===== src/rtl/uart_echo_pkg.sv =====
// Shared encodings for the UART echo engine: transform modes, FSM states
// and the transmitter busy-wait timeout.
package uart_echo_pkg;

  localparam logic [1:0] MODE_ECHO = 2'd0;
  localparam logic [1:0] MODE_INC  = 2'd1;
  localparam logic [1:0] MODE_INV  = 2'd2;
  localparam logic [1:0] MODE_REV  = 2'd3;

  typedef enum logic [2:0] {
    IDLE,
    LOAD,
    PULSE,
    WAIT_BUSY,
    WAIT_DONE,
    GAP
  } state_t;

  localparam int BUSY_TIMEOUT = 255;

endpackage


===== src/rtl/uart_echo_engine_echo_fifo.sv =====
// First-word-fall-through FIFO for the echo engine. A push into a full FIFO
// is still accepted when a pop frees a slot in the same cycle.
module echo_fifo #(
  parameter int DATA_W = 8,
  parameter int ADDR_W = 4
) (
  input  logic              clk,
  input  logic              rst_n,
  input  logic              push,
  input  logic              pop,
  input  logic [DATA_W-1:0] din,
  output logic [DATA_W-1:0] dout,
  output logic              full,
  output logic              empty,
  output logic [ADDR_W:0]   count
);

  localparam int DEPTH = 2 ** ADDR_W;
  localparam logic [ADDR_W:0] COUNT_FULL = {1'b1, {ADDR_W{1'b0}}};

  logic [DATA_W-1:0] mem [0:DEPTH-1];
  logic [ADDR_W-1:0] wr_ptr;
  logic [ADDR_W-1:0] rd_ptr;
  logic              do_push;
  logic              do_pop;

  assign full    = (count == COUNT_FULL);
  assign empty   = (count == '0);
  assign do_pop  = pop && !empty;
  assign do_push = push && (!full || do_pop);
  assign dout    = mem[rd_ptr];

  // Storage array; contents are don't-care until written, so no reset.
  always_ff @(posedge clk) begin
    if (do_push) mem[wr_ptr] <= din;
  end

  // Pointers and occupancy; reset discards all buffered words.
  always_ff @(posedge clk or negedge rst_n) begin
    if (!rst_n) begin
      wr_ptr <= '0;
      rd_ptr <= '0;
      count  <= '0;
    end else begin
      if (do_push) wr_ptr <= wr_ptr + 1'b1;
      if (do_pop)  rd_ptr <= rd_ptr + 1'b1;
      case ({do_push, do_pop})
        2'b10:   count <= count + 1'b1;
        2'b01:   count <= count - 1'b1;
        default: count <= count;
      endcase
    end
  end

endmodule


===== src/rtl/uart_echo_engine.sv =====
// UART echo engine: buffers received words, transforms each on pop and
// drives the transmit strobe paced by the UART busy flag.
// Optional statistics counters are built when UART_ECHO_STATS_EN is defined.
module uart_echo_engine
  import uart_echo_pkg::*;
#(
  parameter int DATA_W       = 8,
  parameter int ADDR_W       = 4,
  parameter int TX_PULSE_LEN = 3,
  parameter int GAP_CYCLES   = 16
) (
  input  logic              clk,
  input  logic              rst_n,
  input  logic [DATA_W-1:0] rx_data,
  input  logic              rx_valid,
  output logic [DATA_W-1:0] tx_data,
  output logic              tx_start,
  input  logic              tx_busy,
  input  logic [1:0]        mode,
  input  logic              clear_ovf,
  output logic [ADDR_W:0]   fifo_count,
  output logic              overflow,
  output logic              debug_led
`ifdef UART_ECHO_STATS_EN
  ,
  output logic [15:0]       rx_words,
  output logic [15:0]       tx_words,
  output logic [7:0]        drop_words
`endif
);

  state_t            state;
  logic              full;
  logic              empty;
  logic [DATA_W-1:0] fifo_dout;
  logic              pop;
  logic              push;
  logic              drop;
  logic              gap_done;
  logic [3:0]        pulse_cnt;
  logic [7:0]        busy_tmr;
  logic [15:0]       gap_cnt;

  function automatic logic [DATA_W-1:0] xform(input logic [DATA_W-1:0] d,
                                              input logic [1:0]        m);
    logic [DATA_W-1:0] r;
    r = d;
    case (m)
      MODE_ECHO: r = d;
      MODE_INC:  r = d + DATA_W'(1);
      MODE_INV:  r = ~d;
      MODE_REV:  for (int i = 0; i < DATA_W; i++) r[i] = d[DATA_W-1-i];
      default:   r = d;
    endcase
    return r;
  endfunction

  // A pop frees a slot in the same cycle, so a full FIFO can still accept.
  assign pop      = (state == IDLE) && !empty && !tx_busy;
  assign push     = rx_valid && (!full || pop);
  assign drop     = rx_valid && full && !pop;
  assign gap_done = (({1'b0, gap_cnt} + 17'd1) >= 17'(GAP_CYCLES));

  echo_fifo #(
    .DATA_W(DATA_W),
    .ADDR_W(ADDR_W)
  ) u_fifo (
    .clk   (clk),
    .rst_n (rst_n),
    .push  (push),
    .pop   (pop),
    .din   (rx_data),
    .dout  (fifo_dout),
    .full  (full),
    .empty (empty),
    .count (fifo_count)
  );

  // Transmit sequencer: the word is transformed and latched at the pop edge
  // so mode is frozen for the whole word.
  always_ff @(posedge clk or negedge rst_n) begin
    if (!rst_n) begin
      state     <= IDLE;
      tx_data   <= '0;
      tx_start  <= 1'b0;
      debug_led <= 1'b0;
      pulse_cnt <= '0;
      busy_tmr  <= '0;
      gap_cnt   <= '0;
    end else begin
      case (state)
        IDLE: begin
          if (pop) begin
            tx_data <= xform(fifo_dout, mode);
            state   <= LOAD;
          end
        end
        LOAD: begin
          tx_start  <= 1'b1;
          pulse_cnt <= '0;
          state     <= PULSE;
        end
        PULSE: begin
          if (pulse_cnt == 4'(TX_PULSE_LEN - 1)) begin
            tx_start <= 1'b0;
            busy_tmr <= '0;
            state    <= WAIT_BUSY;
          end else begin
            pulse_cnt <= pulse_cnt + 4'd1;
          end
        end
        WAIT_BUSY: begin
          if (tx_busy) begin
            state <= WAIT_DONE;
          end else if (busy_tmr == 8'(BUSY_TIMEOUT - 1)) begin
            gap_cnt <= '0;
            state   <= GAP;
          end else begin
            busy_tmr <= busy_tmr + 8'd1;
          end
        end
        WAIT_DONE: begin
          if (!tx_busy) begin
            debug_led <= ~debug_led;
            gap_cnt   <= '0;
            state     <= GAP;
          end
        end
        GAP: begin
          if (gap_done) state <= IDLE;
          else          gap_cnt <= gap_cnt + 16'd1;
        end
        default: state <= IDLE;
      endcase
    end
  end

  // Sticky overflow; a drop in the same cycle as a clear keeps it set.
  always_ff @(posedge clk or negedge rst_n) begin
    if (!rst_n)         overflow <= 1'b0;
    else if (drop)      overflow <= 1'b1;
    else if (clear_ovf) overflow <= 1'b0;
  end

`ifdef UART_ECHO_STATS_EN
  // Traffic counters: accepted pushes, completed transmits, saturating drops.
  always_ff @(posedge clk or negedge rst_n) begin
    if (!rst_n) begin
      rx_words   <= '0;
      tx_words   <= '0;
      drop_words <= '0;
    end else begin
      if (push) rx_words <= rx_words + 16'd1;
      if ((state == WAIT_DONE) && !tx_busy) tx_words <= tx_words + 16'd1;
      if (drop && (drop_words != 8'hFF)) drop_words <= drop_words + 8'd1;
    end
  end
`endif

endmodule


===== config.mk =====
export PLATFORM = sky130hd
export DESIGN_NAME = uart_echo_engine
export DESIGN_NICKNAME = d
export VERILOG_FILES = /design/src/rtl/uart_echo_pkg.sv /design/src/rtl/uart_echo_engine_echo_fifo.sv /design/src/rtl/uart_echo_engine.sv
export SDC_FILE = /design/constraint.sdc
export NUM_CORES = 1
export LEC_CHECK = 0
export ABC_CLOCK_PERIOD_IN_PS = 3600
export CORE_ASPECT_RATIO = 0.9
export CORE_MARGIN = 5
export CORE_UTILIZATION = 40
export DETAILED_ROUTE_END_ITERATION = 10
export SKIP_LAST_GASP = 1
export SLEW_MARGIN = 20
export SYNTH_ARGS = -nofsm -noshare
export SYNTH_HDL_FRONTEND = slang
export SYNTH_SLANG_ARGS = --single-unit

===== constraint.sdc =====
create_clock -name clk -period 3.6 [get_ports clk]
set_input_delay 0.54 -clock clk [delete_from_list [all_inputs] [get_ports clk]]
set_output_delay 0.54 -clock clk [all_outputs]
set_load 0.02 [all_outputs]

=== Word-level counts from Yosys, hierarchy flattened ===
Memories as Yosys holds them, arrays and structs flattened.
Index checks and enable logic that the tools add are counted.

* Input port bits: 15
* Word-level logic and storage cells: 102
* Output and inout port bits: 16
* Memories kept: 1
* Flip-flop bits (word level): 55
* Bits in writable memories: 128

{| class="wikitable"
|+ Memory list
! memory !! depth !! bits a word !! rd ports !! clocked after Yosys merged registers in !! write ports !! line !! RTL
|-
| u_fifo.mem || 16 || 8 || 1 || 0 || 1 || uart_echo_engine_echo_fifo.sv:21 || <nowiki>logic [DATA_W-1:0] mem [0:DEPTH-1];</nowiki>
|}

* Reductions and logical operators: 28
* Magnitude comparators: 1
* Bitwise operators: 3
* Mux-type cells: 26
* $add $sub $neg: 9
* Eq/ne operators: 23

{| class="wikitable"
|+ Operators with widths
! kind !! number
|-
| two-way mux 16 bit || 4
|-
| case mux 16 bit (3 select lines) || 1
|-
| case mux 8 bit (4 select lines) || 1
|-
| two-way mux 8 bit || 3
|-
| two-way mux 3 bit || 6
|-
| != test 2 bit (second input constant) || 9
|-
| case mux 3 bit (6 select lines) || 1
|-
| adder 16 x 1 -> 17 bit (second input constant) || 1
|-
| greater-or-equal comparator 17 x 5 -> 1 bit (second input constant) || 1
|-
| adder 16 x 1 -> 16 bit (second input constant) || 1
|-
| adder 8 x 1 -> 8 bit (second input constant) || 2
|-
| case mux 8 bit (2 select lines) || 1
|-
| adder 4 x 1 -> 4 bit (second input constant) || 3
|-
| case mux 5 bit (2 select lines) || 1
|-
| AND reduction 5 bit || 2
|-
| == test 8 bit (second input constant) || 1
|-
| NOT 8 bit || 1
|-
| case mux 4 bit (2 select lines) || 1
|-
| AND reduction 2 bit || 4
|-
| nonzero test 2 bit || 4
|-
| logical AND 1 bit || 7
|-
| == test 2 bit (second input constant) || 3
|-
| == test 3 x 2 -> 1 bit (second input constant) || 2
|-
| == test 3 bit (second input constant) || 2
|-
| 18 further kinds || 28
|}

=== Depth between registers and ports, before layout ===
Gate-level depths: netlist of the first run.

* Depth in word-level cells: 9
* Depth in mapped cells: 17
* Mapped depth without buffers: 15

=== Hierarchy ===
From an unflattened synthesis of the first run, not the netlist that was laid out.

* Cell total of the unflattened synthesis: 589
* Area, all modules: 8,345.5 µm²

{| class="wikitable"
|+ By module, submodules not included
! module !! instances !! cells each !! seq. area each (µm²) !! area each (µm²)
|-
| echo_fifo || 1 || 301 || 4,169.0 || 5,774.3
|-
| uart_echo_engine || 1 || 288 || 1,051.0 || 2,571.2
|}

=== Least setup slack after synthesis of the first run ===
OpenSTA, ideal clock, no wires.

* Kind: reg-to-reg
* From: reg u_fifo.count[0]
* To: reg u_fifo.count[4]
* Data arrival time: 3.010 ns
* Required time: 3.468 ns
* Setup time: 0.132 ns
* Cell stages (with the launch flop): 15
* Buffers on the path: 1
* Path slack: 0.458 ns
* Clock period less this slack: 3.142 ns
* Cells stage by stage: dfrtp_1 -> or4_1 -> or3b_2 -> and2_1 -> buf_2 -> inv_1 -> ha_1 -> inv_1 -> fa_1 -> inv_1 -> a21o_1 -> a21oi_1 -> xnor2_1 -> nor2_1 -> xor2_1

* Cells in the longest elaborated chain, start to end: 9
* Elaborated cells on any way between the ends: 17
* Those cells by class: add/sub (2); eq/ne (3); mux (1); reduce/logical (11)

{| class="wikitable"
|+ Ends and longest elaborated chain
! what !! line !! RTL
|-
| start: declaration || uart_echo_engine_echo_fifo.sv:15 || <nowiki>output logic [ADDR_W:0] count</nowiki>
|-
| start signal: assignment || uart_echo_engine_echo_fifo.sv:48 || <nowiki>2'b10: count <= count + 1'b1;</nowiki>
|-
| start signal: assignment || uart_echo_engine_echo_fifo.sv:49 || <nowiki>2'b01: count <= count - 1'b1;</nowiki>
|-
| start signal: assignment || uart_echo_engine_echo_fifo.sv:50 || <nowiki>default: count <= count;</nowiki>
|-
| logical NOT 5 bit || uart_echo_engine_echo_fifo.sv:28 || <nowiki>assign empty = (count == '0);</nowiki>
|-
| logical NOT 1 bit || uart_echo_engine_echo_fifo.sv:29, uart_echo_engine.sv:59 ||
|-
| logical AND 1 bit (2 in a row) || uart_echo_engine.sv:59 || <nowiki>assign pop = (state == IDLE) && !empty && !tx_busy;</nowiki>
|-
| logical OR 1 bit / logical AND 1 bit (equally long branches) || uart_echo_engine.sv:60, uart_echo_engine_echo_fifo.sv:29 ||
|-
| logical AND 1 bit / logical OR 1 bit (equally long branches) || uart_echo_engine.sv:60, uart_echo_engine_echo_fifo.sv:30 ||
|-
| logical AND 1 bit || uart_echo_engine_echo_fifo.sv:30 || <nowiki>assign do_push = push && (!full || do_pop);</nowiki>
|-
| == test 2 x 1 -> 1 bit / == test 2 bit (equally long branches) || uart_echo_engine_echo_fifo.sv:47 || <nowiki>case ({do_push, do_pop})</nowiki>
|-
| case mux 5 bit (2 select lines) / nonzero test 2 bit (equally long branches) || -- ||
|}

Parallel ways exist; a longest one is shown, timed or not.
A chain may end at the register's enable or synchronous reset.

=== Final worst setup path of the first run ===
Same ends and word-level chain as after synthesis.

==> key figures, run 1 <==
CTS
  – CTS root buffer: clkbuf_16
  – Clk sinks: 183
  – Cts repair resizes: 0
  – Post-CTS setup buffer count: 0
  – CTS tree: done
  – Worst-Skew Late Latency: 0.43 ns
  – Cts hold-fix bufs: 0
  – Number of buffers created by CTS: 17
  – H-tree levels: 4
  – Clock slew at reported path FFs: 0.07 ns
  – Max Root-Sink Buffers: 2

Cells and area
  – Share of cells above drive strength 1: 16.01%
  – Final Non-Filler Cells: 867
  – Nets: 630
  – Most frequent cells in the layout: edfxtp_1, dfrtp_1, nand2_1, nor2_1, mux4_2
  – Post-route cell area: 0.009330 mm²
  – Area Growth Syn to Fin: 15.29%
  – Commonest non-fill, non-tap cell in the layout: edfxtp_1
  – Ant. Diodes: 0

Timing
  – Max Slew Vio Count: 0
  – Final worst setup slack: 0.3646 ns
  – Final Skew: 0.005902 ns
  – RSZ-0062 raised after global routing: no
  – Fmax: 0.3091 GHz
  – Worst slew margin: 38.41%
  – Tmin final: 3.235 ns
  – Tcrit/Tclk final: 89.87%
  – Setup TNS: 0 ns
  – Endpoints failing hold: 0
  – Worst Tran Pin Value: 0.9205 ns
  – Finish-stage setup viols: 0

Setup path
  – Reg2reg end: u_fifo.count[4]$_DFFE_PN0P_
  – Critical path data required time: 3.95 ns
  – R2R Path Start: u_fifo.count[0]$_DFFE_PN0P_
  – CP Launch Type: flop
  – Worst-path maximum fanout: 5
  – Reg-to-reg slack, setup: 0.36 ns
  – Worst Reg-to-Reg Cells: 13
  – Crit. End Element: flop
  – Arrival time worst endpoint: 3.59 ns
  – Type of the worst setup path: flop to flop

GRT
  – GRT Total Usage: 14.73%
  – Total global routing overflow: 0
  – Initial antenna violation count: 0
  – Pin count of the biggest net entering global routing: 29
  – Wire length of the first global-routing pass: 26720 µm
  – Vias in the first global route: 4853

Outcome
  – Status: finished clean

Power and ir drop
  – Power consumption: 7.197 mW
  – Pwr Density: 771.4 mW/mm²
  – Flop pwr share: 39.8%
  – Comb pwr share: 33.1%
  – Internal power: 4.773 mW
  – Maximum vdd drop: 0.3392 mV
  – Clock power share: 27.1%
  – Sw Ratio: 33.68%
  – Leak: 3.414 nW
  – Switching Power: 2.424 mW

Floorplan
  – Full die area: 0.02318 mm²
  – I/O pins: 31
  – Initial core utilization: 40.62%
  – Core footprint: 0.01993 mm²
  – Die W: 159.9 µm
  – Rows: 49
  – Die height: 144.9 µm

Yosys
  – Ys flop type: edfxtp_1
  – Flops & latches, synth: 183
  – Synth Cell Area: 0.008093 mm²
  – Synth Net Count: 588
  – Netlist cell types: 58
  – Register area share after synthesis: 64.50%
  – Async SR Flop Fraction: 30.05%
  – Post-synth EDFFs: 128
  – Synthesis warning total: 0
  – Synth Area per Inst: 14.53 µm²
  – Post-Synthesis Cells: 557

Placed design
  – Post-DP HPWL: 11050 µm
  – Post-placement cell area: 0.008715 mm²
  – Port bufs: 30
  – Gpl congestion: 0.7692
  – DP Worst Slack: -0.01110 ns
  – Total placed cells including tap cells: 835

Job
  – Maxcap violations: 0

Detailed routing
  – Drc violations: 0
  – Post-route ant nets: 0
  – Drt pass-1 iters: 4
  – Routed WL: 16390 µm
  – DR vias: 4674
  – 1st-iter DRT viols: 350
  – Routed vias/inst: 5.391
  – Drt wl/cell: 18.90 µm

Hold path
  – Hold crit path type: input pin to async pin
## cell type report
type	count	area (µm²)
Clock inverter	14	186.4
Timing Repair Buffer	51	452.9
Inverter	16	60.06
Tap cell	255	319.1
Multi-Input combinational cell	330	2661
Sequential cell	183	5221
Fill cell	1707	10600
Clock buffer	18	429.2
## metrics by stage
stage	utilization, %	hold WS, ns
3_5_place_dp	43.74	0.4658
6_report	46.83	0.1362
5_1_grt	46.83	0.1786
3_3_place_gp	43.74	0.4626
4_1_cts	46.83	0.1461
2_1_floorplan	-	0.2444
## Yosys cell counts, drive strengths merged, types with 2 or more instances
master	number	area share, %
edfxtp	128	47
dfrtp	55	17
nand2	45	2.1
nor2	36	1.7
mux4	33	9.2
o21ai	24	1.5
and2	17	1.3
xnor2	17	1.8
a21oi	16	0.99
a22oi	15	1.6
buf	15	1.3
ha	15	2.3
inv	15	0.70
nand4	14	1.2
clkbuf	13	0.60
nand3	12	0.74
nor3	9	0.56
xor2	8	0.87
nor2b	7	0.54
a21o	6	0.56
mux2	5	0.70
nand2b	5	0.39
o211ai	4	0.54
o22ai	4	0.31
a31oi	3	0.23
and3	3	0.23
nor3b	3	0.28
nor4	3	0.42
a21boi	2	0.19
mux2i	2	0.25
nand3b	2	0.19
nand4b	2	0.22
o31ai	2	0.19
or3	2	0.15
## how the worst max path moves through the flow
| stage | startpoint | end | slack (ns) | cells after the start |
|---|---|---|---|---|
| final | u_fifo.count[0]$_DFFE_PN0P_ | u_fifo.count[4]$_DFFE_PN0P_ | 0.36 | 13 |
| after global routing | u_fifo.count[1]$_DFFE_PN0P_ | u_fifo.count[4]$_DFFE_PN0P_ | 0.24 | 13 |
| after CTS | u_fifo.count[0]$_DFFE_PN0P_ | u_fifo.count[4]$_DFFE_PN0P_ | 0.38 | 13 |
| after detailed placement | tx_busy | u_fifo.count[4]$_DFFE_PN0P_ | -0.01 | 16 |
| after global placement | tx_busy | u_fifo.count[4]$_DFFE_PN0P_ | 0.12 | 16 |
| after floorplan | u_fifo.count[0]$_DFFE_PN0P_ | u_fifo.count[4]$_DFFE_PN0P_ | 0.46 | 14 |
## registers in the layout, indices dropped and copies added, names as in the netlist
signal and flops:
pulse_cnt 4, u_fifo.wr_ptr 4, gap_cnt 16, tx_start 1
u_fifo.rd_ptr 4, state 3, tx_data 8, overflow 1
busy_tmr 8, debug_led 1, u_fifo.count 5, u_fifo.mem 128
## worst max-delay path, cell delays in order, from the launching register on
cell	delay, ns
dfrtp_1	0.43
or4_1	0.55
or3b_2	0.46
and2_1	0.19
inv_1	0.05
ha_1	0.22
inv_1	0.10
fa_1	0.42
inv_1	0.08
a21o_1	0.13
a21oi_1	0.10
xnor2_1	0.14
nor2_1	0.12
xor2_1	0.17
## power groups by stage
stage	sequential, mW	combinational (mW)	clock, mW
after floorplan	2.85	1.73	0
after detailed placement	2.91	2.40	0
after CTS	2.87	2.41	1.99
final	2.87	2.38	1.95
after global routing	2.92	2.63	2.08
after global placement	2.90	2.34	0
## logic make-up after synthesis
kind of cell | after synthesis | share of synthesized area, %
adders and majority gates | 16 | 2.566
muxes | 40 | 10.13
and+or+nand+nor | 165 | 10.58
buffers and inverters | 44 | 2.613
AOI/OAI and AO/OA | 84 | 6.911
DFF | 183 | 64.50
xor gates and xnor gates | 25 | 2.706
## per-layer routing
metal  part of all wire (%)  track usage, %  vias to the layer above
met5                      0               0                        -
met4                    1.0           4.731                        0
met3                    3.9           3.006                       11
met2                     49           23.67                       81
met1                     46           20.31                     2393
li1                       -               -                     2189
Power figures use the tool's default switching activity.
==> inputs of run 2 (changes only) <==
SETUP_SLACK_MARGIN = 0.4   (was not set)
==> key figures, run 2 (synthesized netlist as in run 1, its figures left out) <==
CTS
  – Clk sinks: 183
  – Max Root-Sink Buffers: 2
  – Worst-Skew Late Latency: 0.43 ns
  – Clock slew at reported path FFs: 0.07 ns
  – CTS tree: done
  – H-tree levels: 4
  – Number of buffers created by CTS: 17
  – Cts hold-fix bufs: 0
  – CTS root buffer: clkbuf_16

Setup path
  – Type of the worst setup path: flop to flop
  – Crit-path max cell delay: 0.53 ns
  – CP Launch Type: flop
  – CP most frequent cell: inv_1
  – Critical path data required time: 3.91 ns
  – Arrival time worst endpoint: 3.41 ns
  – Critical-path top delay cell: or4_4
  – Cell Chain, Critical Path: or4_4 > or3b_2 > and2_1 > inv_1 > ha_4 > inv_2 > fa_2 > inv_1 > a21o_1 > a21oi_1 > xnor2_1 > nor2_1 > xor2_1
  – Crit. End Element: flop
  – Worst-path maximum fanout: 5

GRT
  – Total global routing overflow: 0
  – GRT Total Usage: 14.75%
  – Pin count of the biggest net entering global routing: 29
  – Initial antenna violation count: 0
  – Wire length of the first global-routing pass: 26740 µm
  – Vias in the first global route: 4863

Placed design
  – Gpl congestion: 0.7692
  – Port bufs: 30
  – Post-DP HPWL: 11050 µm

Timing
  – Tcrit/Tclk final: 86.14%
  – Endpoints failing hold: 0
  – RSZ-0062 raised after global routing: no
  – Setup TNS: 0 ns
  – Final Skew: 0.006489 ns
  – Fmax: 0.3225 GHz
  – Worst slew margin: 37.12%
  – Max Slew Vio Count: 0
  – Worst Tran Pin Value: 0.9398 ns
  – Tmin final: 3.101 ns
  – Finish-stage setup viols: 0

Detailed routing
  – 1st-iter DRT viols: 328
  – Drt pass-1 iters: 4
  – Routed vias/inst: 5.425
  – Drc violations: 0
  – Post-route ant nets: 0
  – DR vias: 4720
  – Routed WL: 16420 µm
  – Drt wl/cell: 18.88 µm

Cells and area
  – Max FFs per register: 128
  – Most flop-heavy register: u_fifo.mem
  – Multi-input gate area: 0.002680 mm²
  – Nets: 633
  – Area Growth Syn to Fin: 15.83%
  – FILL cells: 1702
  – Share of cells above drive strength 1: 17.07%
  – Ant. Diodes: 0
  – Register area: 0.005221 mm²
  – Most frequent cells in the layout: edfxtp_1, dfrtp_1, nand2_1, nor2_1, mux4_2
  – Top Registers: u_fifo.mem (128), gap_cnt (16)
  – Fin util: 47.05%
  – Commonest non-fill, non-tap cell in the layout: edfxtp_1

Power and ir drop
  – Pwr Density: 772.1 mW/mm²
  – Comb pwr share: 33.5%
  – Leak: 3.438 nW
  – Clock power share: 26.9%
  – Sw Ratio: 33.65%
  – Switching Power: 2.436 mW
  – Power consumption: 7.238 mW
  – Flop pwr share: 39.6%
  – Maximum vdd drop: 0.3394 mV
  – Internal power: 4.802 mW

Job
  – Maxcap violations: 0

Floorplan
  – Initial core utilization: 40.62%
  – I/O pins: 31
  – Core footprint: 0.01993 mm²
  – Die height: 144.9 µm
  – Die W: 159.9 µm
  – Full die area: 0.02318 mm²
  – Rows: 49

Outcome
  – Status: finished clean

Hold path
  – Hold crit path type: input pin to async pin
-- run 2: cell types whose count changed in the layout (fill, tap and decap cells not counted), sizes merged --
cell,delta
buf,+3
clkdlybuf4s50,-1
dlymetal6s2s,+1
-- run 2: path summary, 6_finish.rpt --
kind,start,endpoint,slack (ns),cells after the start
worst max-delay path,u_fifo.count[0]$_DFFE_PN0P_,u_fifo.count[4]$_DFFE_PN0P_,0.50,13
worst min register to register,debug_led$_DFFE_PN0P_,debug_led$_DFFE_PN0P_,0.47,1
min in group clk,debug_led$_DFFE_PN0P_,debug_led$_DFFE_PN0P_,0.47,1
worst min-delay path,rst_n,tx_data[7]$_DFFE_PN0P_,0.14,1
max in group asynchronous,rst_n,u_fifo.wr_ptr[2]$_DFFE_PN0P_,2.63,2
worst max register to register,u_fifo.count[0]$_DFFE_PN0P_,u_fifo.count[4]$_DFFE_PN0P_,0.50,13
-- run 2: final cells by class --
type	count	area share (%)
well taps	255	3.404
clock inverters	14	1.989
clock buffers	18	4.578
multi-input cells	330	28.59
inverters	16	0.6407
repair buffers	54	5.099
flip-flops and latches	183	55.70
-- run 2: metrics by stage --
step	setup WS, ns	hold WS [ns]	instance area (µm²)	cells
floorplan	0.4578	0.2444	8093	557
global placement	0.1203	0.4626	8715	835
detailed placement	-0.01110	0.4658	8715	835
CTS	0.4170	0.1461	9333	867
global route	0.3856	0.1786	9374	870
finish	0.4990	0.1357	9374	870
-- run 2: what timing repair did --
item | CTS | global route
endpoints found under the setup margin | 1 | 1
resized for setup | 1 | 5
pin swaps | 0 | 3
buffers inserted | 0 | 3
-- run 2: power by group through the flow --
stage | combinational [mW] | sequential, mW | clock [mW]
after detailed placement | 2.40 | 2.91 | 0
after CTS | 2.41 | 2.87 | 1.99
after global routing | 2.67 | 2.92 | 2.08
final | 2.42 | 2.87 | 1.95
after floorplan | 1.73 | 2.85 | 0
after global placement | 2.34 | 2.90 | 0
-- run 2: metal layers --
layer  up-vias  part of all wire, %  global-route usage [%]
met5         -                    0                       0
met4         0                  1.0                   4.731
met2        92                   49                   23.71
met3        11                  3.7                   3.006
li1       2199                    -                       -
met1      2418                   46                   20.31
-- run 2: worst max-delay path, delay by kind of cell, from the launching register on --
kind | cells | cell delay [ns]
AND/OR/NAND/NOR | 4 | 1.26
adder cells (fa/ha/maj) | 2 | 0.54
flip-flops | 1 | 0.43
XOR/XNOR | 2 | 0.32
buffers and inverters | 3 | 0.21
AO/OA/AOI/OAI | 2 | 0.21
==> inputs of run 3 (changes only) <==
CTS_CLUSTER_DIAMETER = 60   (was not set)
==> results of run 3 <==
No change in the layout: final DEF, timing and power equal those of run 2.
